File: src/rtl/rob_complete_arbiter.sv
// rob_complete_arbiter
//   Shares the single ROB probe/finish-write port among three completing
//   units (0=ALU, 1=MEM, 2=BR). One round-robin grant per cycle; the winning
//   completion is written to the ROB probe outputs from a register one cycle
//   after the handshake. A flush drops everything pending and resets priority.
// Ports
//   CLK, RESET            clock; synchronous active-low reset
//   FREEZE                global stall: no grant, no strobe, outputs held
//   FLUSH_IN              pipeline flush: no grant, no strobe, rr_ptr -> 0
//   req_valid_IN[i]       requester i holds a completion
//   req_ready_OUT[i]      requester i accepted this cycle (one-hot or 0)
//   req_idx/exp/taken/target_IN   per-requester payload, packed by requester
//   probeIdx/SetFinBit/SetExpBit/probe_taken/probe_target_OUT   ROB write
//   grantId_OUT           requester that produced the current strobe
module rob_complete_arbiter #(
    parameter int ROB_ADDRWIDTH = 6
) (
    input  logic                       CLK,
    input  logic                       RESET,
    input  logic                       FREEZE,
    input  logic                       FLUSH_IN,
    input  logic [2:0]                 req_valid_IN,
    output logic [2:0]                 req_ready_OUT,
    input  logic [3*ROB_ADDRWIDTH-1:0] req_idx_IN,
    input  logic [2:0]                 req_exp_IN,
    input  logic [2:0]                 req_taken_IN,
    input  logic [95:0]                req_target_IN,
    output logic [ROB_ADDRWIDTH-1:0]   probeIdx_OUT,
    output logic                       probeSetFinBit_OUT,
    output logic                       probeSetExpBit_OUT,
    output logic                       probe_taken_OUT,
    output logic [31:0]                probe_target_OUT,
    output logic [1:0]                 grantId_OUT
);
    localparam int NREQ = 3;
    localparam int AW   = ROB_ADDRWIDTH;

    logic [1:0] rr_ptr;
    logic       gnt_any;
    logic [1:0] gnt_id;
    logic [2:0] sum;
    logic [1:0] cand;

    // Scan rr_ptr, rr_ptr+1, rr_ptr+2 (mod 3); first valid requester wins.
    always_comb begin
        gnt_any = 1'b0;
        gnt_id  = 2'd0;
        sum     = 3'd0;
        cand    = 2'd0;
        if (RESET && !FREEZE && !FLUSH_IN) begin
            for (int k = 0; k < NREQ; k++) begin
                sum  = {1'b0, rr_ptr} + 3'(k);
                cand = (sum >= 3'd3) ? 2'(sum - 3'd3) : sum[1:0];
                if (!gnt_any && req_valid_IN[cand]) begin
                    gnt_any = 1'b1;
                    gnt_id  = cand;
                end
            end
        end
        req_ready_OUT = gnt_any ? (3'b001 << gnt_id) : 3'b000;
    end

    always_ff @(posedge CLK) begin
        if (!RESET) begin
            rr_ptr             <= 2'd0;
            probeIdx_OUT       <= '0;
            probeSetFinBit_OUT <= 1'b0;
            probeSetExpBit_OUT <= 1'b0;
            probe_taken_OUT    <= 1'b0;
            probe_target_OUT   <= 32'd0;
            grantId_OUT        <= 2'd0;
        end else if (FLUSH_IN) begin
            probeSetFinBit_OUT <= 1'b0;
            rr_ptr             <= 2'd0;
        end else if (gnt_any) begin
            // gnt_any is already gated by FREEZE, so this only fires on a live grant
            probeSetFinBit_OUT <= 1'b1;
            probeIdx_OUT       <= req_idx_IN[gnt_id*AW +: AW];
            probeSetExpBit_OUT <= req_exp_IN[gnt_id];
            probe_taken_OUT    <= req_taken_IN[gnt_id];
            probe_target_OUT   <= req_target_IN[gnt_id*32 +: 32];
            grantId_OUT        <= gnt_id;
            rr_ptr             <= (gnt_id == 2'd2) ? 2'd0 : gnt_id + 2'd1;
        end else begin
            // idle or frozen: drop the strobe, keep payload and pointer
            probeSetFinBit_OUT <= 1'b0;
        end
    end
endmodule
File: config.mk
export PLATFORM = sky130hd
export DESIGN_NAME = rob_complete_arbiter
export DESIGN_NICKNAME = d
export VERILOG_FILES = /design/src/rtl/rob_complete_arbiter.sv
export SDC_FILE = /design/constraint.sdc
export NUM_CORES = 1
export LEC_CHECK = 0
export ABC_AREA = 1
export CAP_MARGIN = 20
export CORE_MARGIN = 2
export CORE_UTILIZATION = 36
export CTS_BUF_LIST = sky130_fd_sc_hd__clkbuf_8
export DETAILED_ROUTE_END_ITERATION = 10
export PLACE_DENSITY = 0.88
export SLEW_MARGIN = 20
export SYNTH_ARGS = -nofsm -noshare
export SYNTH_HDL_FRONTEND = slang
export SYNTH_SLANG_ARGS = --single-unit
File: constraint.sdc
create_clock -name CLK -period 2.45 [get_ports CLK]
set_clock_uncertainty 0.15 [all_clocks]
set_input_delay 0.6125 -clock CLK [delete_from_list [all_inputs] [get_ports CLK]]
set_output_delay 0.6125 -clock CLK [all_outputs]
set_load 0.02 [all_outputs]
==> flow_metrics.py, run 1 <==
metrics = {
    "run_status": {
        "outcome": "complete, but fails checks",
        "violations": "negative setup slack",
    },
    "drt": {
        "drtIter0Drc": 158,
        "dr.pass1.iters": 5,
        "wl_per_cell_um": 14.2,
        "viasPerCell": 4.98,
        "antenna_left": 0,
        "drc": 0,
        "routed_wl_um": 10900,
        "vias": 3835,
    },
    "synthesis": {
        "synth_common_cells": "152 x nand2_1, 74 x nand3_1, 60 x inv_1",
        "ys.flop_type": "dfxtp_1",
        "ys_ff_latch": 45,
        "synth_top_area_frac": 0.300,
        "synth_edf_count": 0,
        "syn_area_sq_mm": 0.00300,
        "yosysTopAreaCell": "dfxtp_1",
        "synth_cells": 489,
        "synth_area_leaders": "dfxtp_1 30%, nand2_1 19%, nand3_1 12%, nand4_1 11%, inv_1 7.5%",
        "yosysMostFrequentCell": "nand2_1",
        "avgSynthCellArea_sq_um": 6.14,
        "ys_seq_area_frac": 0.300,
        "ys_warn_count": 0,
        "ys_types": 26,
        "ys_async_sr_fraction": 0,
        "synth_nets": 620,
    },
    "worst_setup_path": {
        "worst-setup-path-type": "flip-flop to output port",
        "crit_chain": "inv_4 -> ha_4 -> inv_4 -> nand2_4 -> nand2_2 -> nand3_4 -> nand4_1 -> nand2_2 -> nand2_4 -> buf_6 -> inv_4 -> buf_6",
        "rr_worst_depth": 14,
        "cp_max_fo": 5,
        "cp-end-kind": "output port",
        "cp-startpoint": "rr_ptr[0]",
        "worstSetupStartpointType": "flip-flop",
        "cp_common_cell": "inv_4",
        "crit-reg2reg-launch": "rr_ptr[0]",
        "crit_required_ns": 1.69,
        "slowest_stage": "dfxtp_4",
        "crit_arrival_ns": 1.95,
        "timing.critical_path.slowest_cell_delay_ns": 0.38,
    },
    "global_routing": {
        "grt_max_degree": 57,
        "antenna_found_initial": 0,
        "grt_pass1_vias": 3479,
        "gr-total-overflow": 0,
        "grt_pass1_wl_um": 16100,
        "track_usage": 0.225,
    },
    "place": {
        "portBuffers": 172,
        "dpl_worst_slack_ns": -0.977,
        "dp_hpwl_um": 7860,
        "place.gp.congestion": 0.860,
    },
    "clock_tree": {
        "cts.htree.levels": 2,
        "cts_sinks": 45,
        "cts_tree": "done",
        "clk_pin_slew_ns": 0.08,
        "clk_path_buf_depth": 2,
        "clk_latency_ns": 0.29,
        "cts_buffers": 5,
        "cts_root_buf": "clkbuf_8",
    },
    "sta": {
        "setup_ws_ns": -0.258,
        "rsz0062_at_grt": "true",
        "tightest_slew_ns": 0.467,
        "hold_viol_final": 0,
        "timing.final.max_slew_violations": 0,
        "slew_headroom": 0.688,
        "max_freq_mhz": 369,
        "min_period_over_period": 1.11,
        "finalSetupViolations": 3,
        "fin_crit_ns": 2.71,
        "timing.setup.tns_ns": -0.743,
    },
    "die": {
        "die_height_um": 95.3,
        "floorplan.die_area_sq_mm": 0.00908,
        "ioPinCount": 173,
        "start_util": 0.369,
        "rows": 33,
        "die_w_um": 95.3,
        "fp.coreArea_sq_mm": 0.00813,
    },
    "pwr": {
        "power_frac_clock": 0.301,
        "power.switching_mw": 0.525,
        "intPower_mw": 1.42,
        "seqPwrFrac": 0.403,
        "combPwrFrac": 0.297,
        "cellLeakagePower_nw": 2.35,
        "sw_frac_of_total": 0.270,
        "cellPowerDensity_mw_per_mm2": 376,
        "ir_drop_v": 0.000215,
    },
    "cells_and_area": {
        "finalNetCount": 795,
        "nFillCells": 713,
        "layout-drive-gt1-share": 0.126,
        "fin_util": 0.636,
        "area_delta_synth_final_pct": 72.2,
        "antenna_cells": 0,
    },
    "worst_hold_path": {
        "worstHoldPathCells": 2,
        "hold_start": "grantId_OUT[0]",
        "hp-class": "flip-flop to flip-flop",
    },
    "run": {
        "maxCapViolations": 0,
    },
}
final timing paths:
kind	to	slack [ns]
setup / recovery	req_ready_OUT[1]	-0.26
setup reg to reg	probe_target_OUT[30]	0.11
hold / removal	grantId_OUT[0]	0.32
hold reg to reg	grantId_OUT[0]	0.32
critical path, delay by kind of cell (launching register included):
kind / cells / cell delay (ns)
fa+ha+maj: 1 / 0.30
simple gates: 6 / 0.59
flops: 1 / 0.38
buf+inv: 5 / 0.38
power groups by stage:
stage / registers, mW / logic [mW] / clock network (mW)
final: 0.783 / 0.576 / 0.585
after global routing: 0.787 / 0.621 / 0.626
after CTS: 0.784 / 0.561 / 0.600
after detailed placement: 0.802 / 0.554 / 0
after global placement: 0.800 / 0.541 / 0
after floorplan: 0.843 / 0.184 / 0
layout make-up:
cell class	count	area, sq um	area share
Clock buffer	6	82.6	0.0160
Clock inverter	2	37.5	0.00726
Inverter	66	255	0.0494
Multi-Input combinational cell	344	1800	0.349
Sequential cell	45	908	0.176
Tap cell	105	131	0.0254
Timing Repair Buffer	202	1950	0.377
per-layer routing:
layer | vias up | GRT usage | routed length (um)
met3 | 22 | 0.0648 | 1080
li1 | 1928 | - | -
met5 | - | 0 | 0
met1 | 1706 | 0.249 | 4300
met2 | 179 | 0.413 | 5300
met4 | 0 | 0.0664 | 261
sequential cells by signal (all words and copies together) (netlist names):
register and flops:
rr_ptr 2, probe_target_OUT 32, probeSetFinBit_OUT 1, probe_taken_OUT 1, probeSetExpBit_OUT 1, grantId_OUT 2, probeIdx_OUT 6
timing repair:
action | in CTS | in global routing
endpoints found under the setup margin | 43 | 43
hold buffers | 0 | 0
pin swaps | 7 | 13
buffers inserted | 2 | 4
resized for setup | 34 | 22
kinds of logic (layout without fill, tap and decap cells):
family          count (synthesis)  after routing  share of synthesized area
compound gates                 21             21                     0.0363
fa+ha+maj                       4              4                     0.0167
simple gates                  319            319                      0.503
buf+inv                       100            276                      0.144
flops                          45             45                      0.300
layout by cell type (no fill, tap or decap):
cell type / instances
a21oi_1: 4
buf_4: 29
buf_6: 4
bufinv_16: 1
clkbuf_8: 6
clkdlybuf4s15_1: 1
clkdlybuf4s50_1: 165
clkinvlp_4: 1
dfxtp_1: 43
dfxtp_4: 2
dlygate4sd2_1: 3
ha_2: 1
ha_4: 3
inv_1: 54
inv_2: 9
inv_4: 3
nand2_1: 145
nand2_2: 7
nand2_4: 4
nand3_1: 68
nand3_2: 4
nand3_4: 5
nand3b_1: 1
nand4_1: 51
nand4_4: 1
nor2_1: 31
nor2_8: 1
o21ai_0: 9
o21ai_1: 6
o21ai_2: 1
o21ai_4: 1
or2_4: 1
per-stage QoR:
step                      total power, mW  std cells  cell area (sq um)  hold WS, ns
after global routing                 2.03        770               5170        0.338
after detailed placement             1.36        756               4870        0.315
after CTS                            1.94        766               5050        0.327
after global placement               1.34        756               4870        0.309
final                                1.94        770               5170        0.320
after floorplan                      1.03        489               3030        0.320
(Power assumes the default switching activity.)
==> run 2, diff against run 1 <==
MAX_ROUTING_LAYER = met4   (was default)
==> flow_metrics.py, run 2 (synthesized netlist as in run 1, its figures left out) <==
metrics = {
    "die": {
        "floorplan.die_area_sq_mm": 0.00908,
        "die_height_um": 95.3,
        "rows": 33,
        "start_util": 0.369,
        "ioPinCount": 173,
        "die_w_um": 95.3,
        "fp.coreArea_sq_mm": 0.00813,
    },
    "run_status": {
        "violations": "negative setup slack",
        "outcome": "complete, but fails checks",
    },
    "cells_and_area": {
        "nFillCells": 719,
        "layout_commonest_cell": "clkdlybuf4s50_1",
        "final_area_sq_mm": 0.00516,
        "final_cell_mix": "165 x clkdlybuf4s50_1, 145 x nand2_1, 69 x nand3_1",
        "finalNetCount": 798,
        "area_delta_synth_final_pct": 72.0,
        "top_register": "probe_target_OUT",
        "stdcell_count": 774,
        "largest_reg_flops": 32,
        "layout-drive-gt1-share": 0.127,
        "largestRegisters": "probe_target_OUT: 32 flops, probeIdx_OUT: 6 flops",
    },
    "place": {
        "portBuffers": 172,
        "placed_area_sq_mm": 0.00487,
        "place.gp.congestion": 0.888,
        "dp_hpwl_um": 7810,
        "dpl.cell_count": 756,
    },
    "clock_tree": {
        "clk_path_buf_depth": 2,
        "cts_tree": "done",
        "cts.htree.levels": 2,
        "cts_sinks": 45,
        "clk_latency_ns": 0.29,
        "cts_buffers": 5,
        "cts_root_buf": "clkbuf_8",
        "clk_pin_slew_ns": 0.09,
        "ctsHoldBuffers": 0,
    },
    "drt": {
        "drtIter0Drc": 125,
        "wl_per_cell_um": 14.2,
        "dr.pass1.iters": 4,
        "wl_met2_um": 5320,
        "top_layer": "met4",
        "vias": 3849,
        "viasPerCell": 4.97,
        "met3RoutedLength_um": 1130,
        "antenna_left": 0,
        "m1WireLength_um": 4300,
        "drc": 0,
        "routed_wl_um": 11000,
    },
    "sta": {
        "slew_headroom": 0.629,
        "max_freq_mhz": 371,
        "finalSetupViolations": 3,
        "hold_viol_final": 0,
        "setup_ws_ns": -0.246,
        "timing.final.max_slew_violations": 0,
        "tightest_slew_ns": 0.556,
        "min_period_over_period": 1.10,
        "fin_crit_ns": 2.70,
        "rsz0062_at_grt": "true",
    },
    "worst_setup_path": {
        "rr_endpoint": "probe_target_OUT[30]",
        "endpoint": "req_ready_OUT[0]",
        "rrSetupSlack_ns": 0.07,
        "worst-setup-path-type": "input port to output port",
        "rr_worst_depth": 13,
        "cp_max_fo": 4,
        "cp-startpoint": "req_valid_IN[1]",
        "crit_required_ns": 1.69,
        "worstSetupStartpointType": "input port",
        "crit-reg2reg-launch": "rr_ptr[1]",
        "crit_arrival_ns": 1.93,
        "cp-end-kind": "output port",
    },
    "pwr": {
        "p_total_mw": 1.84,
        "cellLeakagePower_nw": 2.35,
        "ir_drop_v": 0.000225,
        "cellPowerDensity_mw_per_mm2": 357,
    },
    "global_routing": {
        "grt_pass1_vias": 3592,
        "grt_max_degree": 57,
        "antenna_found_initial": 1,
        "track_usage": 0.239,
        "gr-total-overflow": 0,
        "grt_pass1_wl_um": 16600,
    },
    "run": {
        "maxCapViolations": 0,
    },
    "worst_hold_path": {
        "hp-class": "flip-flop to flip-flop",
        "worstHoldPathCells": 2,
    },
}
-- run 2: cell count changes in the layout (fill, tap and decap cells not counted), sizes merged --
| cell | before | now |
|---|---|---|
| buf | 33 | 36 |
| inv | 66 | 68 |
| bufinv | 1 | 0 |
| clkbuf | 6 | 5 |
| diode | 0 | 1 |
-- run 2: metal layers --
metal | GRT usage | vias up
met1 | 0.257 | 1706
met3 | 0.0561 | 21
met2 | 0.434 | 186
met4 | 0.0713 | 0
met5 | - | -
li1 | - | 1936
-- run 2: how the worst min path moves through the flow --
stage / start / to
detailed placement: grantId_OUT[1] / grantId_OUT[1]
floorplan: rr_ptr[0] / rr_ptr[0]
global route: grantId_OUT[0] / grantId_OUT[0]
finish: grantId_OUT[1] / grantId_OUT[1]
global placement: grantId_OUT[1] / grantId_OUT[1]
CTS: grantId_OUT[1] / grantId_OUT[1]
-- run 2: report_power, final --
| group | internal [mW] | switching (mW) |
|---|---|---|
| combinational | 0.321 | 0.251 |
| sequential | 0.765 | 0.0186 |
| clock | 0.208 | 0.281 |
| total | 1.29 | 0.550 |
-- run 2: cell type report --
cell class                      instances  area, sq um  share of cell area
Clock inverter                          3         25.0             0.00485
Timing Repair Buffer                  205         1970               0.382
Sequential cell                        45          908               0.176
Clock buffer                            5         68.8              0.0133
Inverter                               66          260              0.0504
Tap cell                              105          131              0.0254
Antenna cell                            1         2.50            0.000485
Multi-Input combinational cell        344         1790               0.347
-- run 2: per-stage QoR --
stage          setup WS, ns  setup TNS (ns)  hold slack (ns)   util
2_1_floorplan       0.00770               0            0.320      -
3_3_place_gp         -0.870          -12.54            0.309  0.599
3_5_place_dp         -0.976          -18.01            0.312  0.599
4_1_cts              -0.231          -0.593            0.325  0.626
5_1_grt              -0.340           -2.52            0.342  0.635
6_report             -0.246          -0.653            0.320  0.635
-- run 2: repair_timing --
item | 4_1_cts | 5_1_grt
buffers inserted | 6 | 3
gates resized for setup | 44 | 12
pin swaps | 11 | 5
setup endpoints to repair | 42 | 33
-- run 2: worst max-delay path, cell delays in order --
cell,delay [ns]
dlygate4sd2_1,0.28
inv_1,0.13
nand2_1,0.11
nand3_2,0.11
nand2_4,0.08
buf_4,0.15
o21ai_4,0.15
inv_2,0.05
nand3_2,0.08
inv_2,0.03
buf_4,0.14
